$ cat src/rtl/gcd_pkg.sv
// Shared constants and FSM encoding for the gcd core driver.
// The state encoding is fixed so it can be observed on debug buses.
package gcd_pkg;

    localparam int GCD_W       = 32;
    localparam int GCD_DEPTH   = 4;
    localparam int GCD_TIMEOUT = 1024;

    typedef enum logic [1:0] {
        IDLE  = 2'd0,
        ISSUE = 2'd1,
        WAIT  = 2'd2,
        RESP  = 2'd3
    } gcd_state_e;

endpackage

$ cat src/rtl/gcd_req_fifo.sv
// Synchronous request FIFO holding {a, b} operand pairs.
// The pointers carry an extra wrap bit so that full and empty can be told apart.
module gcd_req_fifo #(
    parameter int W2    = 64,
    parameter int DEPTH = 4
) (
    input  logic          clk,
    input  logic          rst_n,
    input  logic          push,
    input  logic          pop,
    input  logic [W2-1:0] din,
    output logic [W2-1:0] dout,
    output logic          full,
    output logic          empty
);

    localparam int AW = $clog2(DEPTH);

    logic [W2-1:0] mem_r [DEPTH];
    logic [AW:0]   wr_ptr_r;
    logic [AW:0]   rd_ptr_r;
    logic          do_push_s;
    logic          do_pop_s;

    // A pop frees a slot in the same cycle, so a push into a full FIFO is legal then.
    assign do_pop_s  = pop && !empty;
    assign do_push_s = push && (!full || do_pop_s);

    assign empty = (wr_ptr_r == rd_ptr_r);
    assign full  = (wr_ptr_r[AW] != rd_ptr_r[AW]) &&
                   (wr_ptr_r[AW-1:0] == rd_ptr_r[AW-1:0]);
    assign dout  = mem_r[rd_ptr_r[AW-1:0]];

    // Read and write pointer update.
    always_ff @(posedge clk or negedge rst_n) begin
        if (!rst_n) begin
            wr_ptr_r <= {(AW+1){1'b0}};
            rd_ptr_r <= {(AW+1){1'b0}};
        end else begin
            if (do_push_s) begin
                wr_ptr_r <= wr_ptr_r + {{AW{1'b0}}, 1'b1};
            end
            if (do_pop_s) begin
                rd_ptr_r <= rd_ptr_r + {{AW{1'b0}}, 1'b1};
            end
        end
    end

    // Storage array write port.
    always_ff @(posedge clk) begin
        if (do_push_s) begin
            mem_r[wr_ptr_r[AW-1:0]] <= din;
        end
    end

endmodule

$ cat src/rtl/gcd_driver.sv
// Sequencer between a host request port and a gcd core: queues operand pairs,
// issues them to the core one at a time and returns {a, b, gcd, err} in order.
module gcd_driver
    import gcd_pkg::*;
#(
    parameter int W       = GCD_W,
    parameter int DEPTH   = GCD_DEPTH,
    parameter int TIMEOUT = GCD_TIMEOUT
) (
    input  logic         clk,
    input  logic         reset,
    input  logic         req_valid,
    output logic         req_ready,
    input  logic [W-1:0] req_a,
    input  logic [W-1:0] req_b,
    output logic [W-1:0] core_n1,
    output logic [W-1:0] core_n2,
    output logic         core_start,
    input  logic [W-1:0] core_out,
    input  logic         core_done,
    output logic         rsp_valid,
    input  logic         rsp_ready,
    output logic [W-1:0] rsp_a,
    output logic [W-1:0] rsp_b,
    output logic [W-1:0] rsp_gcd,
    output logic         rsp_err
);

    localparam int            TW     = $clog2(TIMEOUT);
    localparam logic [TW-1:0] T_LAST = TW'(TIMEOUT - 1);

    gcd_state_e     state_r;
    gcd_state_e     state_s;
    logic [2*W-1:0] fifo_din_s;
    logic [2*W-1:0] fifo_dout_s;
    logic           fifo_full_s;
    logic           fifo_empty_s;
    logic           pop_s;
    logic           push_s;
    logic           ready_en_r;
    logic [W-1:0]   pair_a_s;
    logic [W-1:0]   pair_b_s;
    logic           zero_pair_s;
    logic           done_ok_s;
    logic           expired_s;
    logic [TW-1:0]  timer_r;

    assign fifo_din_s  = {req_a, req_b};
    assign pair_a_s    = fifo_dout_s[2*W-1:W];
    assign pair_b_s    = fifo_dout_s[W-1:0];
    assign zero_pair_s = (pair_a_s == {W{1'b0}}) || (pair_b_s == {W{1'b0}});
    assign pop_s       = (state_r == IDLE) && !fifo_empty_s;
    assign req_ready   = ready_en_r && (!fifo_full_s || pop_s);
    assign push_s      = req_valid && req_ready;
    // timer_r is zero only on the first WAIT cycle, where done may still be stale.
    assign done_ok_s   = (timer_r != {TW{1'b0}}) && core_done;
    assign expired_s   = (timer_r == T_LAST);

    gcd_req_fifo #(
        .W2    (2 * W),
        .DEPTH (DEPTH)
    ) u_fifo (
        .clk   (clk),
        .rst_n (reset),
        .push  (push_s),
        .pop   (pop_s),
        .din   (fifo_din_s),
        .dout  (fifo_dout_s),
        .full  (fifo_full_s),
        .empty (fifo_empty_s)
    );

    // Next-state decode.
    always_comb begin
        state_s = state_r;
        case (state_r)
            IDLE: begin
                if (pop_s) begin
                    if (zero_pair_s) begin
                        state_s = RESP;
                    end else begin
                        state_s = ISSUE;
                    end
                end else begin
                    state_s = IDLE;
                end
            end
            ISSUE: state_s = WAIT;
            WAIT: begin
                if (done_ok_s || expired_s) begin
                    state_s = RESP;
                end else begin
                    state_s = WAIT;
                end
            end
            RESP: begin
                if (rsp_ready) begin
                    state_s = IDLE;
                end else begin
                    state_s = RESP;
                end
            end
            default: state_s = IDLE;
        endcase
    end

    // State register and request-port enable (held low until reset is released).
    always_ff @(posedge clk or negedge reset) begin
        if (!reset) begin
            state_r    <= IDLE;
            ready_en_r <= 1'b0;
        end else begin
            state_r    <= state_s;
            ready_en_r <= 1'b1;
        end
    end

    // Core operands, start pulse, timeout counter and response fields.
    always_ff @(posedge clk or negedge reset) begin
        if (!reset) begin
            core_n1    <= {W{1'b0}};
            core_n2    <= {W{1'b0}};
            core_start <= 1'b0;
            timer_r    <= {TW{1'b0}};
            rsp_valid  <= 1'b0;
            rsp_a      <= {W{1'b0}};
            rsp_b      <= {W{1'b0}};
            rsp_gcd    <= {W{1'b0}};
            rsp_err    <= 1'b0;
        end else begin
            core_start <= 1'b0;
            case (state_r)
                IDLE: begin
                    if (pop_s && zero_pair_s) begin
                        // gcd(x,0)=x and gcd(0,0)=0, so OR gives the answer without the core.
                        rsp_a     <= pair_a_s;
                        rsp_b     <= pair_b_s;
                        rsp_gcd   <= pair_a_s | pair_b_s;
                        rsp_err   <= 1'b0;
                        rsp_valid <= 1'b1;
                    end else if (pop_s) begin
                        core_n1    <= pair_a_s;
                        core_n2    <= pair_b_s;
                        core_start <= 1'b1;
                    end
                end
                ISSUE: begin
                    timer_r <= {TW{1'b0}};
                end
                WAIT: begin
                    if (timer_r != {TW{1'b1}}) begin
                        timer_r <= timer_r + {{(TW-1){1'b0}}, 1'b1};
                    end
                    if (done_ok_s) begin
                        rsp_a     <= core_n1;
                        rsp_b     <= core_n2;
                        rsp_gcd   <= core_out;
                        rsp_err   <= 1'b0;
                        rsp_valid <= 1'b1;
                    end else if (expired_s) begin
                        rsp_a     <= core_n1;
                        rsp_b     <= core_n2;
                        rsp_gcd   <= {W{1'b0}};
                        rsp_err   <= 1'b1;
                        rsp_valid <= 1'b1;
                    end
                end
                RESP: begin
                    if (rsp_ready) begin
                        rsp_valid <= 1'b0;
                    end
                end
                default: begin
                    rsp_valid <= 1'b0;
                end
            endcase
        end
    end

endmodule
$ cat config.mk
export PLATFORM = sky130hd
export DESIGN_NAME = gcd_driver
export DESIGN_NICKNAME = d
export VERILOG_FILES = /design/src/rtl/gcd_pkg.sv /design/src/rtl/gcd_req_fifo.sv /design/src/rtl/gcd_driver.sv
export SDC_FILE = /design/constraint.sdc
export NUM_CORES = 1
export LEC_CHECK = 0
export CAP_MARGIN = 25
export CORE_ASPECT_RATIO = 0.6
export CORE_MARGIN = 8
export CORE_UTILIZATION = 55
export CTS_CLUSTER_DIAMETER = 150
export DETAILED_ROUTE_END_ITERATION = 8
export PLACE_DENSITY = 0.81
export SLEW_MARGIN = 0
export SYNTH_ARGS = -nofsm -noshare
export SYNTH_HDL_FRONTEND = slang
export SYNTH_SLANG_ARGS = --single-unit
$ cat constraint.sdc
create_clock -name clk -period 6.5 [get_ports clk]
set_clock_uncertainty 0.2 [all_clocks]
set_input_delay 1.3 -clock clk [delete_from_list [all_inputs] [get_ports clk]]
set_output_delay 1.3 -clock clk [all_outputs]
set_load 0.05 [all_outputs]
Word-level counts from Yosys, hierarchy flattened:

Memory sizes are Yosys's and may differ from the RTL's.
Cells that the tools add are included.

* multiplexer cells: 32
* add/subtract/negate cells: 3
* equal/unequal tests: 12
* bitwise operators: 2
* reductions and logical operators: 25

Operator list (number)
* $mux W32: 9
* $pmux W32 S2: 3
* $logic_not A32 Y1: 2
* $or A32 B32 Y32: 1
* $pmux W10 S2: 1
* $mux W1: 12
* $add A10 B1 Y10 const B: 1
* $eq A10 B10 Y1 const B: 1
* $mux W10: 1
* $ne A10 B10 Y1 const B: 1
* $reduce_bool A10 Y1: 1
* $logic_and A1 B1 Y1: 8
* $pmux W2 S4: 1
* $add A3 B1 Y3 const B: 2
* $mux W2: 3
* $reduce_and A3 Y1: 2
* $eq A2 B2 Y1 const B: 2
* $logic_or A1 B1 Y1: 4
* $ne A2 B2 Y1 const B: 2
* $reduce_and A4 Y1: 1
* $reduce_bool A2 Y1: 2
* $eq A3 B3 Y1: 1
* $ne A3 B3 Y1 const B: 1
* $pmux W1 S3: 1
* 10 further kinds: 11

* memories: 1
* flip-flop bits (word level): 182
* bits in writable memories: 256
* input port bits: 101

Memory list
* u_fifo.mem_r: depth 4, width 64, read ports 1, clocked after Yosys merged registers in 0, write ports 1, line gcd_req_fifo.sv:19 `logic [W2-1:0] mem_r [DEPTH];`

Logic depth before layout (Yosys ltp):

* word-level depth: 9
* mapped depth: 11
* depth with buffers taken out: 7

Cells and area by module:

A second synthesis with hierarchy kept.

* cell total of the unflattened synthesis: 1090
* area total of the unflattened synthesis: 18176.2 sq um

Modules (own cells, without submodules)
* gcd_req_fifo: seq. area each 7837.5 sq um, cells each 381, times used 1, area an instance 9651.8 sq um
* gcd_driver: seq. area each 4404.2 sq um, cells each 709, times used 1, area an instance 8524.4 sq um

Least setup slack after synthesis:

Ideal clock, no wire load.

* path type: register to register
* start point: register u_fifo.rd_ptr_r[1]
* end point: memory u_fifo.mem_r[3][0], enable pin
* arrival time: 3.262 ns
* slack: 2.608 ns
* clock period less this slack: 3.892 ns
* stages on the path, launching flop included: 7
* setup time: 0.431 ns
* path buffers: 2
* cell sequence: dfrtp_1 > buf_2 > clkbuf_1 > xnor2_1 > nand2_1 > o21a_1 > and3_1

* longest elaborated chain between the ends: 9

RTL lines
* from (decl): line gcd_req_fifo.sv:21 `logic [AW:0] rd_ptr_r;`
* from (signal assigned): line gcd_req_fifo.sv:38 `rd_ptr_r <= {(AW+1){1'b0}};`
* from (signal assigned): line gcd_req_fifo.sv:44 `rd_ptr_r <= rd_ptr_r + {{AW{1'b0}}, 1'b1};`
* $eq A3 B3 Y1 / $eq A2 B2 Y1 (equally long branches): line gcd_req_fifo.sv:29, gcd_req_fifo.sv:31
* $logic_not A1 Y1 / $logic_and A1 B1 Y1 (equally long branches): line gcd_driver.sv:52, gcd_req_fifo.sv:30
* $logic_and A1 B1 Y1 / $logic_not A1 Y1 (equally long branches): line gcd_driver.sv:52, gcd_driver.sv:53
* $logic_or A1 B1 Y1 (*): line gcd_driver.sv:53 `assign req_ready = ready_en_r && (!fifo_full_s || pop_s);`
* $logic_and A1 B1 Y1 (*): line gcd_driver.sv:53
* via req_ready: line gcd_driver.sv:13 `output logic req_ready,`
* $logic_and A1 B1 Y1 (*): line gcd_driver.sv:54 `assign push_s = req_valid && req_ready;`
* $logic_and A1 B1 Y1 (*): line gcd_req_fifo.sv:27 `assign do_push_s = push && (!full || do_pop_s);`
* $mux W1 (*): line gcd_req_fifo.sv:51 `if (do_push_s) begin`
* $mux W1 (not written as such) (*): line gcd_req_fifo.sv:52 `mem_r[wr_ptr_r[AW-1:0]] <= din;`
* to (decl): line gcd_req_fifo.sv:19

Mark *: on every way through the listed nets, which the timed path passes. The rest lies on a longest branch.

Final worst setup path:

* start point: register u_fifo.rd_ptr_r[1]
* end point: output port req_ready

* longest elaborated chain between the ends: 5

RTL lines (line)
* $eq A3 B3 Y1 / $eq A2 B2 Y1 (equally long branches): gcd_req_fifo.sv:29, gcd_req_fifo.sv:31
* $logic_not A1 Y1 / $logic_and A1 B1 Y1 (equally long branches): gcd_driver.sv:52, gcd_req_fifo.sv:30
* $logic_and A1 B1 Y1 / $logic_not A1 Y1 (equally long branches): gcd_driver.sv:52, gcd_driver.sv:53
* $logic_or A1 B1 Y1 (*): gcd_driver.sv:53
* $logic_and A1 B1 Y1 (*): gcd_driver.sv:53
* to (decl): gcd_driver.sv:13

Every way passes the cells marked *; elsewhere a longest branch is shown, timed or not.

==> flow_summary.yaml <==
cells_and_area:
  syn2layout_area_growth_pct: 24.8
  num-nets-final: 1512
  num-fill-cells: 2071
  ratio_of_cells_with_drive_above_1_in_the_final_layout_pct: 19.1
route:
  drt.antenna.violating_nets: 0
  drt-wirelength-per-cell_um: 27.1
  viasPerCell: 6.02
  drt_drc_violations_left: 0
  via_count: 11217
  dr.pass1.iters: 5
  first_iter_violations: 1215
  route.final.wire_length_mm: 50.5
critical_path:
  cp_launch_type: "flop"
  path_class: "reg -> out"
  r2r_start: "u_fifo.rd_ptr_r[0]$_DFFE_PN0P_"
  r2r-end: "rsp_a[12]$_DFFE_PN0P_"
  cp-end-kind: "output port"
  worst_ep_arrival_time_ns: 3.34
  reg2regPathDepth: 8
  timing.critical_path.fanout_max: 30
  setup.reg_to_reg.worst_slack_ns: 1.71
  critPathRequiredTime_ns: 5.00
logic_synthesis:
  post_synth_num_cell_types: 38
  synth_area_per_cell_um2: 15.6
  ys_seq_elements: 438
  yosysWarningCount: 0
  post-synth-top-area-fraction_pct: 43.4
  ys_seq_area_share_pct: 69.1
  synthCells: 1137
  synth_edf_count: 256
  async_flop_share_pct: 41.6
  ys_dominant_reg_cell: "sky130_fd_sc_hd__edfxtp_1"
  yosys-top-cells-area: "sky130_fd_sc_hd__edfxtp_1 (43%), sky130_fd_sc_hd__dfrtp_1 (26%), sky130_fd_sc_hd__mux4_2 (8.1%)"
  post-synth-top-count-cell: "sky130_fd_sc_hd__edfxtp_1"
  synthesis.area_um2: 17700
  mapped_nets: 1245
  netlist_top_cells_count: "sky130_fd_sc_hd__edfxtp_1 (256), sky130_fd_sc_hd__nand2_1 (244), sky130_fd_sc_hd__dfrtp_1 (182)"
  synth_largest_area_cell: "sky130_fd_sc_hd__edfxtp_1"
floorplanning:
  initial_utilization_pct: 55.2
  io_pins: 265
  fp.dieH_um: 155
  placement_rows: 51
  x_dimension_of_the_die_um: 248
  core_area_um2: 32100
  die_area_um2: 38400
pwr:
  clock_power_share_pct: 18.0
  p_leak_uw: 0.00837
  power-per-cell-area_nw_per_um2: 590
  cell_internal_pwr_uw: 7310
  seq_power_share_pct: 33.1
  power.switching_uw: 5730
  p_sw_share_pct: 44.0
  power.combinational.fraction_pct: 48.9
  vdd_drop_max_v: 0.000360
timing:
  rsz0062_at_grt: "false"
  hold_viol_final: 0
  hold-worst-slack_ns: 0.284
  setup_viol: 0
  report.final.slew_viol_count: 0
  tns_ns: 0
  timing.slew.headroom_pct: 38.8
  worst-slew-pin-transition_ns: 0.918
  clock.fmax_ghz: 0.207
  period_minus_ws_final_ns: 4.84
  final.period_utilization_pct: 74.5
run:
  max_cap_viol: 0
cts:
  cts_root_buffer: "sky130_fd_sc_hd__clkbuf_16"
  cts_resized: 0
  clkSlewWorstSetupHoldPaths_ns: 0.07
  ctsLongestPathBuffers: 3
  clock_sinks: 438
  cts_tree: "yes"
  numCtsBuffers: 40
  deepest_level_of_the_cts_h_tree: 2
  cts-hold-fix-buffers: 0
  post-cts-setup-buffers: 0
  clk-insertion-delay-late_ns: 0.55
global_route:
  grtUsageMet2_pct: 36.8
  antenna_found_initial: 11
  grt-busiest-layer: "met1"
  grt.overflow.total: 0
  vias_in_the_first_global_route: 11256
  grt.total_usage_pct: 26.0
  use_met1_pct: 37.2
  grt_max_degree: 101
  global_route.usage.met3_pct: 9.91
  grt_first_pass_wirelength_mm: 74.0
worst_hold_path:
  whs_endpoint: "rsp_b[17]$_DFFE_PN0P_"
  hold_path.startpoint: "rsp_b[17]$_DFFE_PN0P_"
  min_path_type: "reg -> reg"
  worst_hold_path.num_cells: 1
place:
  final_wtd_congestion: 0.893
  detailedPlacementHpwl_mm: 35.3
  buffer_ports.inserted: 264
status:
  status: "completed"
-- worst max-delay path by stage --
stage / slack, ns / end / start
global placement: 1.81 / rsp_gcd[14]$_DFFE_PN0P_ / u_fifo.rd_ptr_r[0]$_DFFE_PN0P_
finish: 1.66 / req_ready / u_fifo.rd_ptr_r[1]$_DFFE_PN0P_
global route: 1.49 / rsp_a[17]$_DFFE_PN0P_ / u_fifo.rd_ptr_r[0]$_DFFE_PN0P_
detailed placement: 1.77 / rsp_a[12]$_DFFE_PN0P_ / u_fifo.rd_ptr_r[0]$_DFFE_PN0P_
floorplan: 2.61 / u_fifo.mem_r[3][0]$_DFFE_PP_ / u_fifo.rd_ptr_r[1]$_DFFE_PN0P_
CTS: 1.67 / req_ready / u_fifo.rd_ptr_r[1]$_DFFE_PN0P_
-- state kept, by name (all words and copies together), names as in the netlist --
name,cells
core_n1,32
core_n2,32
core_start,1
ready_en_r,1
rsp_a,32
rsp_b,32
rsp_err,1
rsp_gcd,32
rsp_valid,1
state_r,2
timer_r,10
u_fifo.mem_r,256
u_fifo.rd_ptr_r,3
u_fifo.wr_ptr_r,3
-- stage by stage --
stage	utilization, %	instances	worst slack, ns	cell area, um^2	power (uW)
final	68.9	1864	1.66	22100	13000
after global routing	68.9	1864	1.49	22100	13600
after CTS	68.8	1858	1.67	22100	13000
after detailed placement	64.8	1784	1.77	20800	10600
after global placement	64.7	1783	1.81	20800	10500
after floorplan	-	1137	2.61	17700	8350
-- layout make-up --
type | instances | area (um^2) | area share (%)
clock inverter | 10 | 108 | 0.486
multi-input combinational | 633 | 5200 | 23.5
clock buffer | 64 | 1180 | 5.34
inverter | 8 | 30.0 | 0.136
tap | 424 | 531 | 2.40
antenna | 4 | 10.0 | 0.0452
timing repair buffer | 283 | 2820 | 12.7
sequential | 438 | 12200 | 55.4
-- power by group through the flow --
stage / Clock [uW] / Combinational [uW] / Sequential, uW
after floorplan: 0 / 2440 / 5900
after global placement: 0 / 6190 / 4320
after detailed placement: 0 / 6300 / 4350
after CTS: 2360 / 6330 / 4310
after global routing: 2470 / 6680 / 4400
final: 2350 / 6380 / 4320
-- worst max-delay path: stages (launching register included) --
cell and delay, ns:
sky130_fd_sc_hd__dfrtp_2 0.92, sky130_fd_sc_hd__buf_4 0.49, sky130_fd_sc_hd__xnor2_1 0.13, sky130_fd_sc_hd__nand2_1 0.16, sky130_fd_sc_hd__o21a_1 0.24, sky130_fd_sc_hd__clkdlybuf4s50_1 0.83
-- logic make-up (layout without fill, tap and decap cells) --
kind of cell               count (synthesis)  in the layout  share of synthesized area [%]
AOI/OAI and AO/OA                         57             57                           1.83
xor gates and xnor gates                   9              9                          0.445
adders and majority gates                  7              7                          0.494
buffers and inverters                     66            365                           1.91
DFF                                      438            438                           69.1
muxes                                    224            224                           18.3
other                                      1              5                         0.0212
and+or+nand+nor                          335            335                           7.92
-- cell usage in the layout (no fill, tap or decap), drive strengths merged, types with 2 or more instances in the layout --
master	count
mux2	160
clkdlybuf4s50	263
and3	7
nand4	10
nor3	3
o21ai	43
bufinv	2
buf	19
inv	10
diode	4
a21oi	4
nor2b	2
dfrtp	182
mux4	64
nand3	34
clkinv	5
xor2	4
nor2	15
nand2	244
clkbuf	65
ha	7
edfxtp	256
nor4	17
xnor2	5
-- per-layer routing --
layer / vias to the layer above / part of all wire (%) / routed length, um
li1: 4753 / - / -
met1: 5725 / 42 / 21000
met2: 623 / 43 / 21900
met3: 102 / 12 / 6190
met4: 14 / 2.5 / 1280
met5: - / 0.17 / 85
Note: power is estimated with default switching activity, not from simulation.
